$ cat config.mk
export PLATFORM = sky130hd
export DESIGN_NAME = debug_controller_flat
export DESIGN_NICKNAME = d
export VERILOG_FILES = /design/src/rtl/debug_controller_if.sv /design/src/rtl/debug_controller.sv /design/src/flat_wrapper.sv
export SDC_FILE = /design/constraint.sdc
export NUM_CORES = 1
export LEC_CHECK = 0
export ABC_AREA = 1
export CAP_MARGIN = 20
export CORE_AREA = 2 2 85 87
export DETAILED_ROUTE_END_ITERATION = 10
export DIE_AREA = 0 0 87 89
export DONT_BUFFER_PORTS = 1
export PLACE_DENSITY = 0.82
export SKIP_LAST_GASP = 1
export SYNTH_ARGS = -nofsm -noshare
export SYNTH_HDL_FRONTEND = slang
export SYNTH_SLANG_ARGS = --single-unit
$ cat constraint.sdc
create_clock -name clk -period 4.2 [get_ports clk]
set_clock_uncertainty 0.15 [all_clocks]
set_input_delay 0.21 -clock clk [delete_from_list [all_inputs] [get_ports clk]]
set_output_delay 0.21 -clock clk [all_outputs]
set_load 0.005 [all_outputs]
$ cat src/rtl/debug_controller_if.sv
// Host-side command/response channels of the debug controller.
// The host (master) issues commands; the controller (slave) returns one response per command.
interface debug_controller_if;
  logic        cmd_valid;
  logic        cmd_ready;
  logic [2:0]  cmd_op;
  logic [4:0]  cmd_addr;
  logic [31:0] cmd_data;
  logic        rsp_valid;
  logic        rsp_ready;
  logic [31:0] rsp_data;
  logic        rsp_err;

  modport master (
    output cmd_valid, cmd_op, cmd_addr, cmd_data, rsp_ready,
    input  cmd_ready, rsp_valid, rsp_data, rsp_err
  );

  modport slave (
    input  cmd_valid, cmd_op, cmd_addr, cmd_data, rsp_ready,
    output cmd_ready, rsp_valid, rsp_data, rsp_err
  );
endinterface

$ cat src/rtl/debug_controller.sv
// Debug front end: sequences host commands against the core's debug port.
// Define DBG_SINGLE_STEP_EN to enable the STEP command (op 7); otherwise op 7 is rejected.
module debug_controller #(
  parameter int unsigned DRAIN_CYCLES = 5,
  parameter int unsigned RST_CYCLES   = 4,
  parameter bit          HALT_ON_RST  = 1'b0
) (
  input  logic                clk,
  input  logic                rst,
  debug_controller_if.slave   host,
  output logic                halt,
  output logic                exec,
  output logic [31:0]         ins,
  output logic                reg_write,
  output logic [4:0]          rd_addr,
  output logic [31:0]         rd_value,
  output logic [4:0]          rs_addr,
  input  logic [31:0]         rs_value,
  output logic                core_nrst
);

  localparam int unsigned DrainW = $clog2(DRAIN_CYCLES + 1);
  localparam int unsigned RstW   = $clog2(RST_CYCLES + 1);
  localparam logic [DrainW-1:0] DrainLoad = DrainW'(DRAIN_CYCLES - 1);
  localparam logic [RstW-1:0]   RstLoad   = RstW'(RST_CYCLES - 1);

  localparam logic [2:0] OpNop    = 3'd0;
  localparam logic [2:0] OpHalt   = 3'd1;
  localparam logic [2:0] OpResume = 3'd2;
  localparam logic [2:0] OpExec   = 3'd3;
  localparam logic [2:0] OpRegRd  = 3'd4;
  localparam logic [2:0] OpRegWr  = 3'd5;
  localparam logic [2:0] OpReset  = 3'd6;

`ifdef DBG_SINGLE_STEP_EN
  typedef enum logic [2:0] {
    StIdle, StDrain, StExec, StRegRd, StWr, StRstP, StStep, StResp
  } state_e;
`else
  typedef enum logic [2:0] {
    StIdle, StDrain, StExec, StRegRd, StWr, StRstP, StResp
  } state_e;
`endif

  state_e             state_q, state_d;
  logic               halt_q, halt_d;
  logic               exec_q, exec_d;
  logic [31:0]        ins_q, ins_d;
  logic               reg_write_q, reg_write_d;
  logic [4:0]         rd_addr_q, rd_addr_d;
  logic [31:0]        rd_value_q, rd_value_d;
  logic [4:0]         rs_addr_q, rs_addr_d;
  logic               core_nrst_q, core_nrst_d;
  logic [31:0]        rsp_data_q, rsp_data_d;
  logic               rsp_err_q, rsp_err_d;
  logic [DrainW-1:0]  drain_cnt_q, drain_cnt_d;
  logic [RstW-1:0]    rst_cnt_q, rst_cnt_d;

  always_ff @(posedge clk) begin
    if (rst) begin
      state_q     <= StIdle;
      halt_q      <= HALT_ON_RST;
      exec_q      <= 1'b0;
      ins_q       <= '0;
      reg_write_q <= 1'b0;
      rd_addr_q   <= '0;
      rd_value_q  <= '0;
      rs_addr_q   <= '0;
      core_nrst_q <= 1'b0;
      rsp_data_q  <= '0;
      rsp_err_q   <= 1'b0;
      drain_cnt_q <= '0;
      rst_cnt_q   <= '0;
    end else begin
      state_q     <= state_d;
      halt_q      <= halt_d;
      exec_q      <= exec_d;
      ins_q       <= ins_d;
      reg_write_q <= reg_write_d;
      rd_addr_q   <= rd_addr_d;
      rd_value_q  <= rd_value_d;
      rs_addr_q   <= rs_addr_d;
      core_nrst_q <= core_nrst_d;
      rsp_data_q  <= rsp_data_d;
      rsp_err_q   <= rsp_err_d;
      drain_cnt_q <= drain_cnt_d;
      rst_cnt_q   <= rst_cnt_d;
    end
  end

  always_comb begin
    state_d     = state_q;
    halt_d      = halt_q;
    exec_d      = 1'b0;
    ins_d       = '0;
    reg_write_d = 1'b0;
    rd_addr_d   = rd_addr_q;
    rd_value_d  = rd_value_q;
    rs_addr_d   = rs_addr_q;
    core_nrst_d = core_nrst_q;
    rsp_data_d  = rsp_data_q;
    rsp_err_d   = rsp_err_q;
    drain_cnt_d = drain_cnt_q;
    rst_cnt_d   = rst_cnt_q;

    unique case (state_q)
      StIdle: begin
        // Core reset is released on the first idle cycle after controller reset.
        core_nrst_d = 1'b1;
        if (host.cmd_valid) begin
          state_d    = StResp;
          rsp_data_d = '0;
          rsp_err_d  = 1'b0;
          case (host.cmd_op)
            OpNop: ;
            OpHalt: begin
              halt_d = 1'b1;
              if (!halt_q) begin
                drain_cnt_d = DrainLoad;
                state_d     = StDrain;
              end
            end
            OpResume: halt_d = 1'b0;
            OpExec: begin
              if (!halt_q) begin
                rsp_err_d = 1'b1;
              end else begin
                exec_d  = 1'b1;
                ins_d   = host.cmd_data;
                state_d = StExec;
              end
            end
            OpRegRd: begin
              if (!halt_q) begin
                rsp_err_d = 1'b1;
              end else begin
                rs_addr_d = host.cmd_addr;
                state_d   = StRegRd;
              end
            end
            OpRegWr: begin
              if (!halt_q) begin
                rsp_err_d = 1'b1;
              end else begin
                rd_addr_d   = host.cmd_addr;
                rd_value_d  = host.cmd_data;
                reg_write_d = 1'b1;
                state_d     = StWr;
              end
            end
            OpReset: begin
              core_nrst_d = 1'b0;
              rst_cnt_d   = RstLoad;
              state_d     = StRstP;
            end
            default: begin
`ifdef DBG_SINGLE_STEP_EN
              if (!halt_q) begin
                rsp_err_d = 1'b1;
              end else begin
                halt_d  = 1'b0;
                state_d = StStep;
              end
`else
              rsp_err_d = 1'b1;
`endif
            end
          endcase
        end
      end
      StDrain: begin
        if (drain_cnt_q == '0) state_d = StResp;
        else                   drain_cnt_d = drain_cnt_q - DrainW'(1);
      end
      StExec: begin
        drain_cnt_d = DrainLoad;
        state_d     = StDrain;
      end
      StRegRd: begin
        rsp_data_d = rs_value;
        state_d    = StResp;
      end
      StWr: state_d = StResp;
      StRstP: begin
        if (rst_cnt_q == '0) begin
          core_nrst_d = 1'b1;
          state_d     = StResp;
        end else begin
          rst_cnt_d = rst_cnt_q - RstW'(1);
        end
      end
`ifdef DBG_SINGLE_STEP_EN
      // Halt was dropped for exactly one cycle; re-assert and let the fetched instruction retire.
      StStep: begin
        halt_d      = 1'b1;
        drain_cnt_d = DrainLoad;
        state_d     = StDrain;
      end
`endif
      StResp: begin
        if (host.rsp_ready) begin
          state_d    = StIdle;
          rsp_data_d = '0;
          rsp_err_d  = 1'b0;
        end
      end
      default: state_d = StIdle;
    endcase
  end

  assign host.cmd_ready = (state_q == StIdle);
  assign host.rsp_valid = (state_q == StResp);
  assign host.rsp_data  = rsp_data_q;
  assign host.rsp_err   = rsp_err_q;

  assign halt      = halt_q;
  assign exec      = exec_q;
  assign ins       = ins_q;
  assign reg_write = reg_write_q;
  assign rd_addr   = rd_addr_q;
  assign rd_value  = rd_value_q;
  assign rs_addr   = rs_addr_q;
  assign core_nrst = core_nrst_q;

endmodule

$ cat src/flat_wrapper.sv
// flat-port wrapper written by rule: the top's interface ports become plain ports
module debug_controller_flat 
#(
  parameter int unsigned DRAIN_CYCLES = 5,
  parameter int unsigned RST_CYCLES   = 4,
  parameter bit          HALT_ON_RST  = 1'b0
)
  (clk, rst, halt, exec, ins, reg_write, rd_addr, rd_value, rs_addr, rs_value, core_nrst, host_cmd_valid, host_cmd_op, host_cmd_addr, host_cmd_data, host_rsp_ready, host_cmd_ready, host_rsp_valid, host_rsp_data, host_rsp_err);
  debug_controller_if host_i ();
  input  logic clk;
  input  logic rst;
  output logic halt;
  output logic exec;
  output logic [31:0] ins;
  output logic reg_write;
  output logic [4:0] rd_addr;
  output logic [31:0] rd_value;
  output logic [4:0] rs_addr;
  input  logic [31:0] rs_value;
  output logic core_nrst;
  input wire logic [$bits(host_i.cmd_valid)-1:0] host_cmd_valid;
  input wire logic [$bits(host_i.cmd_op)-1:0] host_cmd_op;
  input wire logic [$bits(host_i.cmd_addr)-1:0] host_cmd_addr;
  input wire logic [$bits(host_i.cmd_data)-1:0] host_cmd_data;
  input wire logic [$bits(host_i.rsp_ready)-1:0] host_rsp_ready;
  output wire logic [$bits(host_i.cmd_ready)-1:0] host_cmd_ready;
  output wire logic [$bits(host_i.rsp_valid)-1:0] host_rsp_valid;
  output wire logic [$bits(host_i.rsp_data)-1:0] host_rsp_data;
  output wire logic [$bits(host_i.rsp_err)-1:0] host_rsp_err;
  assign host_i.cmd_valid = host_cmd_valid;
  assign host_i.cmd_op = host_cmd_op;
  assign host_i.cmd_addr = host_cmd_addr;
  assign host_i.cmd_data = host_cmd_data;
  assign host_i.rsp_ready = host_rsp_ready;
  assign host_cmd_ready = host_i.cmd_ready;
  assign host_rsp_valid = host_i.rsp_valid;
  assign host_rsp_data = host_i.rsp_data;
  assign host_rsp_err = host_i.rsp_err;
  debug_controller #(.DRAIN_CYCLES(DRAIN_CYCLES), .RST_CYCLES(RST_CYCLES), .HALT_ON_RST(HALT_ON_RST)) u_core (.clk(clk), .rst(rst), .host(host_i), .halt(halt), .exec(exec), .ins(ins), .reg_write(reg_write), .rd_addr(rd_addr), .rd_value(rd_value), .rs_addr(rs_addr), .rs_value(rs_value), .core_nrst(core_nrst));
endmodule
# ---- Yosys cells after proc, flatten, opt, wreduce, memory -nomap -nowiden
# Index checks and enable logic that the tools add are counted.
dict set report word_totals {
  register_bits 120
  in_bits 76
  output_inout_bits 113
  word_cells 98
}
dict set report classes {
  add_sub_neg 2
  eq_ne 21
  muxes 33
  bitwise 5
  n_reduce_logical 24
}
# cell count
set ops {}
lappend ops {{32-bit case mux with 3 select lines} 1}
lappend ops {{32-bit two-way mux} 2}
lappend ops {{3-bit two-way mux} 14}
lappend ops {{3-bit equality test, second input constant} 6}
lappend ops {{3-bit case mux with 6 select lines} 1}
lappend ops {{4-bit AND reduction} 4}
lappend ops {{3-bit case mux with 5 select lines} 1}
lappend ops {{3-bit by 2-bit equality test with 1-bit output, second input constant} 4}
lappend ops {{3-bit zero test} 4}
lappend ops {{4-bit OR reduction} 3}
lappend ops {{2-bit != test, second input constant} 5}
lappend ops {{3-bit case mux with 3 select lines} 1}
lappend ops {{3-bit AND reduction} 3}
lappend ops {{2-bit by 1-bit != test with 1-bit output, second input constant} 4}
lappend ops {{1-bit case mux with 2 select lines} 4}
lappend ops {{1-bit two-way mux} 7}
lappend ops {{3-bit by 1-bit equality test with 1-bit output, second input constant} 2}
lappend ops {{3-bit case mux with 2 select lines} 1}
lappend ops {{2-bit nonzero test} 3}
lappend ops {{3-bit nonzero test} 2}
lappend ops {{3-bit by 1-bit subtractor with 3-bit output, second input constant} 2}
lappend ops {{1-bit NOT} 5}
lappend ops {{5-bit AND reduction} 1}
lappend ops {{5-bit OR reduction} 1}
lappend ops {{4 further kinds} 4}

# ---- Logic depth before layout (Yosys ltp)
# Gate-level depths: netlist of the first run.
dict set report logic_depth {
  depth_word 5
  mapped_depth 11
  ltp_nobuf 11
}

# ---- Worst setup path after synthesis of the first run
# OpenSTA, ideal clock, no wires.
dict set report synth_timing {
  path_type {reg-to-reg}
  startpoint {register u_core.state_q[1]}
  endpoint {register u_core.rd_addr_q[0], in the netlist u_core.rd_addr[0]}
  arrival_ns 1.183
  t_required_ns 3.937
  slack_ns 2.754
  path_stages_with_launch 9
  n_path_buf 2
  cell_sequence {dfxtp_1 -> nor2_4 -> nand2_4 -> nor2_4 -> nand3_2 -> buf_4 -> buf_6 -> o21ai_1 -> nor2_1}
}
dict set report synth_via {
  elab_chain_len 2
}
# element line
set synth_rtl {}
lappend synth_rtl {{from (decl)} debug_controller.sv:45} ;# state_e state_q, state_d;
lappend synth_rtl {{from (signal assigned)} debug_controller.sv:61} ;# state_q <= StIdle;
lappend synth_rtl {{from (signal assigned)} debug_controller.sv:75} ;# state_q <= state_d;
lappend synth_rtl {{3-bit zero test} debug_controller.sv:106} ;# unique case (state_q)
lappend synth_rtl {{4-bit AND reduction (no source line)} n/a}
lappend synth_rtl {{to (signal assigned)} debug_controller.sv:80} ;# rd_addr_q <= rd_addr_d;
lappend synth_rtl {{to (decl)} debug_controller.sv:50} ;# logic [4:0] rd_addr_q, rd_addr_d;
# Every way passes these cells.
# A chain may end at the register's enable or synchronous reset.

# ---- Worst setup path in the final report of the first run
dict set report layout_timing {
  startpoint {register u_core.state_q[1]}
  endpoint {register u_core.rd_value_q[9], in the netlist u_core.rd_value[9]}
}
dict set report layout_via {
  elab_chain_len 2
}
# element line
set layout_rtl {}
lappend layout_rtl {{3-bit zero test} debug_controller.sv:106}
lappend layout_rtl {{4-bit AND reduction (no source line)} n/a}
lappend layout_rtl {{to (signal assigned)} debug_controller.sv:81} ;# rd_value_q <= rd_value_d;
lappend layout_rtl {{to (decl)} debug_controller.sv:51} ;# logic [31:0] rd_value_q, rd_value_d;
# Every way passes these cells.

==> impl_metrics.json, run 1 <==
{
  "status": "finished, final reports clean",
  "htreeDepth": 4,
  "fill_cells": 312,
  "sw_frac_of_total_pct": 32.3,
  "drtIter0Drc": 245,
  "r2r_slack_ns": 1.28,
  "ir_drop_mv": 0.356,
  "setup_tns_ns": 0,
  "cellPowerDensity_nw_per_um2": 578,
  "grt_pass1_vias": 4324,
  "routabilityCongestion": 0.933,
  "place_hpwl_mm": 7.16,
  "yosys_warnings": 0,
  "clk_pin_slew_worst_paths_ns": 0.06,
  "ant_nets": 0,
  "fin_worst_hold_slack_ns": 0.0208,
  "final_min_period_over_clock_period_pct": 69.6,
  "setup_viol_count_final": 0,
  "design.core.area_um2": 6720,
  "intPower_mw": 2.31,
  "yosysSeqAreaShare_pct": 53.7,
  "start_kind": "flop",
  "end_kind": "flop",
  "reg2reg_depth": 7,
  "io_pins": 189,
  "r2r_start": "u_core.state_q[1]",
  "fp-row-count": 30,
  "p_clk_share_pct": 41.6,
  "grt_overflow": 0,
  "dp_cells": 637,
  "cts_sinks": 120,
  "final_cell_mix": "nor2_1 (137), dfxtp_1 (120), nand2_1 (99)",
  "cp.arrival_ns": 3.20,
  "antenna_found_initial": 0,
  "layout.cells.non_filler": 758,
  "period_minus_slack_ns": 2.92,
  "power.switching_mw": 1.10,
  "hold_violations": 0,
  "start_util_pct": 66.5,
  "first_pass_iters": 7,
  "fmax_ghz": 0.342,
  "required_ns": 4.48,
  "root_buffer": "clkbuf_8",
  "slew_viol_final": 0,
  "drc": 0,
  "yosys.cell_types.count": 24,
  "seq_area_um2": 2400,
  "path_class": "reg -> reg",
  "tightest_slew_ns": 0.954,
  "vias_per_cell": 5.71,
  "drive_gt1_share_pct": 7.24,
  "critPathCapture": "u_core.rd_value[9]",
  "ys_seq_elements": 120,
  "synth_cells": 584,
  "die_h_um": 89,
  "clk_latency_ns": 0.51,
  "grt_use_total_pct": 35.4,
  "fp.dieArea_um2": 7740,
  "syn2layout_area_growth_pct": 32.0,
  "fin_nets": 744,
  "rsz0062_at_grt": "no",
  "cts_tree": "built",
  "power.leakage_nw": 2.53,
  "numCtsBuffers": 17,
  "grt_max_degree": 40,
  "numPortBuffers": 0,
  "cap_violations": 0,
  "post_cts_buffers": 0,
  "cts_resized": 0,
  "syn_avg_cell_area_um2": 7.66,
  "max_slew_margin_pct": 36.3,
  "cts_max_path_buffers": 2,
  "reg2reg_to": "u_core.rd_value[9]",
  "grt_pass1_wl_mm": 20.9,
  "final_common_cell": "nor2_1",
  "multi_input_area_um2": 1660,
  "power.total_mw": 3.41,
  "combPwrFrac_pct": 21.2,
  "cp_max_fo": 39,
  "vias": 4325,
  "p_seq_share_pct": 37.2,
  "hold_path.class": "in -> reg",
  "wirelength_mm": 14.2,
  "crit_start": "u_core.state_q[1]",
  "die_w_um": 87,
  "syn-cell-area_um2": 4470,
  "synth_nets": 664,
  "routedWlPerCell_um": 18.7
}
kinds of logic (layout without fill, tap and decap cells):
group,Yosys count,count (layout),share of synthesized area (%)
AOI/OAI and AO/OA,94,94,10.6
DFF,120,120,53.7
adders and majority gates,4,4,1.12
and+or+nand+nor,273,273,25.0
xor gates and xnor gates,2,2,0.392
other,0,1,0
buffers and inverters,91,184,9.12
area by class of cell:
type	instances	area share (%)
Sequential cell	120	40.7
Multi-Input combinational cell	373	28.1
Timing Repair Buffer	89	15.6
Clock buffer	17	7.02
Inverter	63	4.01
Clock inverter	15	2.80
Tap cell	80	1.70
Antenna cell	1	0.0424
sequential cells by signal (all words and copies together), names as in the netlist:
name                  count
u_core.core_nrst          1
u_core.drain_cnt_q        3
u_core.exec               1
u_core.halt               1
u_core.host.rsp_data     32
u_core.host.rsp_err       1
u_core.ins               32
u_core.rd_addr            5
u_core.rd_value          32
u_core.reg_write          1
u_core.rs_addr            5
u_core.rst_cnt_q          3
u_core.state_q            3
worst min path at each step:
stage                startpoint                       end  slack [ns]  cells after the start
2_1_floorplan  host_cmd_data[0]             u_core.ins[0]        0.17                      2
3_3_place_gp                rst  u_core.host.rsp_data[20]        0.14                      1
3_5_place_dp                rst  u_core.host.rsp_data[18]        0.14                      1
4_1_cts          host_cmd_op[2]         u_core.state_q[1]       0.004                      6
5_1_grt                     rst         u_core.state_q[2]        0.07                      3
6_report         host_cmd_op[2]         u_core.state_q[1]        0.02                      6
cells in the mapped netlist (all sizes together):
cell type  count  share of area, %
buf           18               3.0
nand2        101               8.8
a21oi         45               5.0
nor2         142                12
nand3         25               3.1
o21bai         1              0.17
inv           63               5.3
or2            1              0.14
ha             4               1.1
clkbuf        10              0.84
dfxtp        120                54
o21ai         47               5.3
nand4          1              0.14
nor3           3              0.34
o211ai         1              0.17
xnor2          2              0.39
critical path: stages (launching register included):
cell	delay, ns
dfxtp_1	0.39
nor2_4	0.16
nand2_4	0.10
nor2_4	0.23
nand3_2	0.64
inv_2	0.80
nor2_1	0.14
nor2_1	0.17
stage by stage:
step                setup slack [ns]  instance area [µm²]  utilization, %
finish                          1.28                 5900            87.8
detailed placement              1.44                 4430            65.9
floorplan                       2.75                 4470               -
global placement                1.61                 4400            65.5
CTS                             1.39                 5900            87.8
global route                    1.04                 5900            87.8
power by group through the flow:
stage,combinational (mW),clock (mW),sequential (mW)
after floorplan,0.532,0,1.27
after global placement,0.536,0,1.28
after detailed placement,0.562,0,1.28
after CTS,0.666,1.40,1.26
after global routing,0.790,1.47,1.27
final,0.724,1.42,1.27
repair_timing:
| item | in CTS | in global routing |
|---|---|---|
| hold buffers | 88 | 0 |
| hold endpoints to repair | 115 | 0 |
| setup endpoints to repair | 0 | 0 |
per-layer routing:
layer  up-vias  share of wire (%)  track usage, %
met5         -                  0               0
met4         0                3.8            17.6
met3        67                9.8            12.6
met1      2017                 34            34.4
li1       1974                  -               -
met2       267                 52            66.3
Power figures use the tool's default switching activity.
==> run 2, diff against run 1 <==
--- a/config.mk
+++ b/config.mk
@@ -5,13 +5,13 @@
 export SDC_FILE = /design/constraint.sdc
 export NUM_CORES = 1
 export LEC_CHECK = 0
-export ABC_AREA = 1
+export ABC_AREA = 0
 export CAP_MARGIN = 20
-export CORE_AREA = 2 2 85 87
+export CORE_AREA = 2 2 91 93
 export DETAILED_ROUTE_END_ITERATION = 10
-export DIE_AREA = 0 0 87 89
+export DIE_AREA = 0 0 93 95
 export DONT_BUFFER_PORTS = 1
-export PLACE_DENSITY = 0.82
+export PLACE_DENSITY = 0.72
 export SKIP_LAST_GASP = 1
 export SYNTH_ARGS = -nofsm -noshare
 export SYNTH_HDL_FRONTEND = slang
==> constraint.sdc (replaced) <==
create_clock -name clk -period 2.4 [get_ports clk]
set_clock_uncertainty 0.15 [all_clocks]
set_input_delay 0.12 -clock clk [delete_from_list [all_inputs] [get_ports clk]]
set_output_delay 0.12 -clock clk [all_outputs]
set_load 0.005 [all_outputs]
==> run 2 against run 1 <==
- routed wire length decreased by 26%
- die area increased by 14%
- via count decreased by 20%
==> impl_metrics.json, run 2 <==
{
  "status": "finished, final reports clean",
  "place_hpwl_mm": 6.24,
  "synth_area_leaders": "dfxtp_1 (57%), nand2_1 (7.1%), a22o_1 (6.6%)",
  "max_stage_delay_ns": 0.60,
  "setup_viol_count_final": 0,
  "post_cts_buffers": 0,
  "design.core.area_um2": 7930,
  "final_cell_mix": "dfxtp_1 (117), nand2_1 (80), dlygate4sd3_1 (79)",
  "synth.most_common_cell": "dfxtp_1",
  "cap_violations": 0,
  "min_path_cells": 3,
  "cellPowerDensity_nw_per_um2": 879,
  "fin_nets": 588,
  "synth-main-ff-cell": "dfxtp_1",
  "cts_tree": "built",
  "fp.dieArea_um2": 8840,
  "final_min_period_over_clock_period_pct": 96.2,
  "cts_max_path_buffers": 2,
  "setup_tns_ns": 0,
  "slowest_stage": "dlygate4sd3_1",
  "yosysSeqAreaShare_pct": 56.6,
  "fp-row-count": 33,
  "postLayoutCellArea_um2": 5670,
  "place_area_um2": 4270,
  "die_h_um": 95,
  "antenna_found_initial": 0,
  "clk_latency_ns": 0.49,
  "fill_cells": 562,
  "period_minus_slack_ns": 2.31,
  "hold_path.class": "in -> reg",
  "grt_max_degree": 60,
  "dp_slack_ns": 0.460,
  "layout.cells.non_filler": 626,
  "start_util_pct": 53.5,
  "final_common_cell": "dfxtp_1",
  "synth_edf_count": 0,
  "r2r_slack_ns": 0.09,
  "async_flop_share_pct": 0,
  "clk_pin_slew_worst_paths_ns": 0.06,
  "dp_cells": 514,
  "drc": 0,
  "routedWlPerCell_um": 16.8,
  "ant_nets": 0,
  "grt_use_total_pct": 23.3,
  "required_ns": 2.69,
  "crit_chain": "inv_1 > ha_1 > nand2b_1 > a32o_1 > and2_1 > a311oi_1 > dlygate4sd3_1",
  "cp.arrival_ns": 2.59,
  "grt_pass1_vias": 3327,
  "synth_nets": 516,
  "setup_ws_ns": 0.0924,
  "path_class": "reg -> reg",
  "routabilityCongestion": 0.786,
  "synth_cells": 436,
  "power.total_mw": 4.98,
  "reg2reg_depth": 7,
  "end_kind": "flop",
  "fmax_ghz": 0.433,
  "grt_overflow": 0,
  "fin_worst_hold_slack_ns": 0.00446,
  "vias_per_cell": 5.51,
  "cts_sinks": 120,
  "diodes": 0,
  "die_w_um": 93,
  "start_kind": "flop",
  "numCtsBuffers": 17,
  "root_buffer": "clkbuf_8",
  "syn-cell-area_um2": 4240,
  "tightest_slew_ns": 0.545,
  "yosys.cell_types.count": 47,
  "grt_pass1_wl_mm": 16.2,
  "yosys_warnings": 0,
  "ys_seq_elements": 120,
  "syn2layout_area_growth_pct": 33.7,
  "power.leakage_nw": 2.20,
  "synth_top_area_share_pct": 56.6,
  "utilization_pct": 71.5,
  "hold_violations": 0,
  "drive_gt1_share_pct": 8.83,
  "slew_viol_final": 0,
  "cp_max_fo": 4,
  "vias": 3450,
  "ir_drop_mv": 0.580,
  "drtIter0Drc": 84,
  "netlist_top_cells_count": "dfxtp_1 (120), nand2_1 (80), a21oi_1 (46), and2_1 (33), a22o_1 (32)",
  "htreeDepth": 4,
  "max_slew_margin_pct": 63.1,
  "syn_avg_cell_area_um2": 9.73,
  "synth_top_area_cell": "dfxtp_1",
  "numPortBuffers": 0,
  "first_pass_iters": 5,
  "wirelength_mm": 10.5,
  "io_pins": 189,
  "rsz0062_at_grt": "yes"
}
==> run 2: path summary, 6_finish.rpt <==
kind                                          start             endpoint
worst max-delay path            u_core.rst_cnt_q[0]  u_core.rst_cnt_q[1]
worst max register to register  u_core.rst_cnt_q[0]  u_core.rst_cnt_q[1]
worst min-delay path                 host_cmd_op[0]     u_core.reg_write
worst min register to register  u_core.rd_value[25]  u_core.rd_value[25]
==> run 2: layer usage <==
layer,vias up,track usage [%],wire [µm]
met5,-,0,0
met4,0,10.3,216
met3,20,8.54,748
met2,144,40.1,5510
met1,1640,26.0,4060
li1,1646,-,-
==> run 2: cells by family after synthesis <==
kind of cell	share of synthesized area, %
AOI/OAI and AO/OA	16.4
xor gates and xnor gates	0.413
muxes	1.42
adders and majority gates	1.18
buffers and inverters	4.63
and+or+nand+nor	19.3
DFF	56.6
==> run 2: final cells by class <==
cell class                      count  area [µm²]  share of cell area (%)
Clock buffer                       19         432                    7.61
Clock inverter                     13         143                    2.52
Multi-Input combinational cell    275        1650                    29.1
Tap cell                          105         131                    2.32
Timing Repair Buffer               86         876                    15.4
Sequential cell                   120        2410                    42.4
Inverter                            8        30.0                   0.530
==> run 2: worst max-delay path: cells and delay by family, from the launching register on <==
family	cells	cell delay (ns)
AOI/OAI and AO/OA	2	0.61
adders and majority gates	1	0.17
buffers and inverters	2	0.68
DFF	1	0.32
and+or+nand+nor	2	0.32
==> run 2: power breakdown <==
| group | total (mW) | internal [mW] | switching [mW] |
|---|---|---|---|
| Combinational | 0.448 | 0.221 | 0.228 |
| Clock | 2.41 | 1.51 | 0.896 |
| Sequential | 2.12 | 2.04 | 0.0845 |
| Total | 4.98 | 3.77 | 1.21 |
==> run 2: timing repair <==
item,4_1_cts,5_1_grt
endpoints found under the setup margin,0,2
gates resized for setup,0,3
hold endpoints to repair,120,0
hold buffers,80,0
==> run 3, diff against run 2 <==
--- a/config.mk
+++ b/config.mk
@@ -7,11 +7,12 @@
 export LEC_CHECK = 0
 export ABC_AREA = 0
 export CAP_MARGIN = 20
-export CORE_AREA = 2 2 91 93
+export CORE_AREA = 2 2 84 86
+export CTS_BUF_LIST = sky130_fd_sc_hd__clkbuf_8
 export DETAILED_ROUTE_END_ITERATION = 10
-export DIE_AREA = 0 0 93 95
+export DIE_AREA = 0 0 86 88
 export DONT_BUFFER_PORTS = 1
-export PLACE_DENSITY = 0.72
+export PLACE_DENSITY = 0.8
 export SKIP_LAST_GASP = 1
 export SYNTH_ARGS = -nofsm -noshare
 export SYNTH_HDL_FRONTEND = slang
==> constraint.sdc (replaced) <==
create_clock -name clk -period 2.3 [get_ports clk]
set_clock_uncertainty 0.15 [all_clocks]
set_input_delay 0.115 -clock clk [delete_from_list [all_inputs] [get_ports clk]]
set_output_delay 0.115 -clock clk [all_outputs]
set_load 0.005 [all_outputs]
==> run 3 against run 2 <==
- register-to-register slack better by 0.12 ns
- core utilization up 10 points
- flip-flop and latch count unchanged
- highest routed layer unchanged
- die area down 14%
- clock power down 21%
==> impl_metrics.json, run 3 (synthesized netlist as in run 2, its figures left out) <==
{
  "status": "finished, final reports clean",
  "r2r_slack_ns": 0.21,
  "clk_pin_slew_worst_paths_ns": 0.07,
  "required_ns": 2.46,
  "cellPowerDensity_nw_per_um2": 844,
  "cts_max_path_buffers": 2,
  "root_buffer": "clkbuf_8",
  "place_area_um2": 4240,
  "reg2reg_to": "u_core.host.rsp_data[21]",
  "slew_viol_final": 0,
  "grt_use_total_pct": 30.1,
  "min_path_cells": 5,
  "vias": 3533,
  "end_kind": "flop",
  "grt_pass1_wl_mm": 17.4,
  "die_w_um": 86,
  "rsz0062_at_grt": "no",
  "antenna_found_initial": 0,
  "setup_viol_count_final": 0,
  "path_class": "reg -> reg",
  "io_pins": 189,
  "ant_nets": 0,
  "fmax_ghz": 0.480,
  "final_min_period_over_clock_period_pct": 90.7,
  "period_minus_slack_ns": 2.09,
  "start_kind": "flop",
  "r2r_start": "u_core.state_q[2]",
  "min_to": "u_core.rs_addr[1]",
  "vias_per_cell": 5.89,
  "design.core.area_um2": 6640,
  "final_cell_mix": "dfxtp_1 (120), nand2_1 (80), dlygate4sd3_1 (77)",
  "die_h_um": 88,
  "hp-start": "host_cmd_op[0]",
  "drtIter0Drc": 146,
  "syn2layout_area_growth_pct": 28.4,
  "numCtsBuffers": 17,
  "numPortBuffers": 0,
  "dp_slack_ns": 0.344,
  "cp.arrival_ns": 2.24,
  "routabilityCongestion": 0.838,
  "cp_max_fo": 32,
  "start_util_pct": 63.8,
  "power.total_mw": 4.59,
  "htreeDepth": 4,
  "cts_resized": 0,
  "fin_nets": 586,
  "fin_worst_hold_slack_ns": 0.0188,
  "routedWlPerCell_um": 19.2,
  "cap_violations": 0,
  "dp_cells": 489,
  "reg2reg_depth": 5,
  "hold_path.class": "in -> reg",
  "fill_cells": 372,
  "grt_overflow": 0,
  "hold_violations": 0,
  "clk_latency_ns": 0.42,
  "hold_buffers": 78,
  "setup_tns_ns": 0,
  "post_cts_buffers": 0,
  "postLayoutCellArea_um2": 5450,
  "final_common_cell": "dfxtp_1",
  "ir_drop_mv": 0.553,
  "layout.cells.non_filler": 600,
  "grt_pass1_vias": 3393,
  "tightest_slew_ns": 0.607,
  "cts_sinks": 120,
  "utilization_pct": 82.0,
  "fp.dieArea_um2": 7570,
  "power.leakage_nw": 2.11,
  "place_hpwl_mm": 6.42,
  "max_slew_margin_pct": 59.5,
  "drive_gt1_share_pct": 8.29,
  "drc": 0,
  "setup_ws_ns": 0.215,
  "wirelength_mm": 11.5,
  "cts_tree": "built",
  "fp-row-count": 30,
  "grt_max_degree": 57,
  "first_pass_iters": 5
}
-- run 3: worst max-delay path by stage --
stage,startpoint,end,slack (ns),cells after the start
2_1_floorplan,u_core.state_q[2],u_core.rd_addr[0],0.62,7
3_3_place_gp,u_core.state_q[0],u_core.host.rsp_data[15],0.38,4
3_5_place_dp,u_core.state_q[2],u_core.host.rsp_data[8],0.34,5
4_1_cts,host_cmd_op[1],u_core.host.rsp_err,0.32,7
5_1_grt,u_core.state_q[0],u_core.host.rsp_data[10],0.13,4
6_report,u_core.state_q[2],u_core.host.rsp_data[21],0.21,5
-- run 3: power by group --
| part | internal, mW | switching, mW | total, mW |
|---|---|---|---|
| logic | 0.217 | 0.247 | 0.464 |
| registers | 2.12 | 0.0929 | 2.22 |
| clock network | 1.08 | 0.839 | 1.91 |
-- run 3: critical path, cell delays in order (launching register included) --
cell and delay (ns):
dfxtp_1 0.70, nand2_1 0.22, o22ai_1 0.28, a21oi_2 0.09, buf_4 0.24, a22o_1 0.28
-- run 3: layer usage --
layer	wire [µm]	track usage, %	vias to the layer above
met1	4150	32.8	1689
met5	0	0	-
met2	6190	52.6	174
li1	-	-	1637
met4	296	15.2	0
met3	886	9.99	33
-- run 3: area by class of cell --
| type | instances | area [µm²] | area share [%] |
|---|---|---|---|
| sequential | 120 | 2400 | 44.1 |
| inverter | 8 | 30.0 | 0.551 |
| clock buffer | 21 | 289 | 5.31 |
| tap | 80 | 100 | 1.84 |
| timing repair buffer | 84 | 848 | 15.6 |
| multi-input combinational | 275 | 1650 | 30.3 |
| clock inverter | 11 | 121 | 2.23 |
| antenna | 1 | 2.50 | 0.0459 |
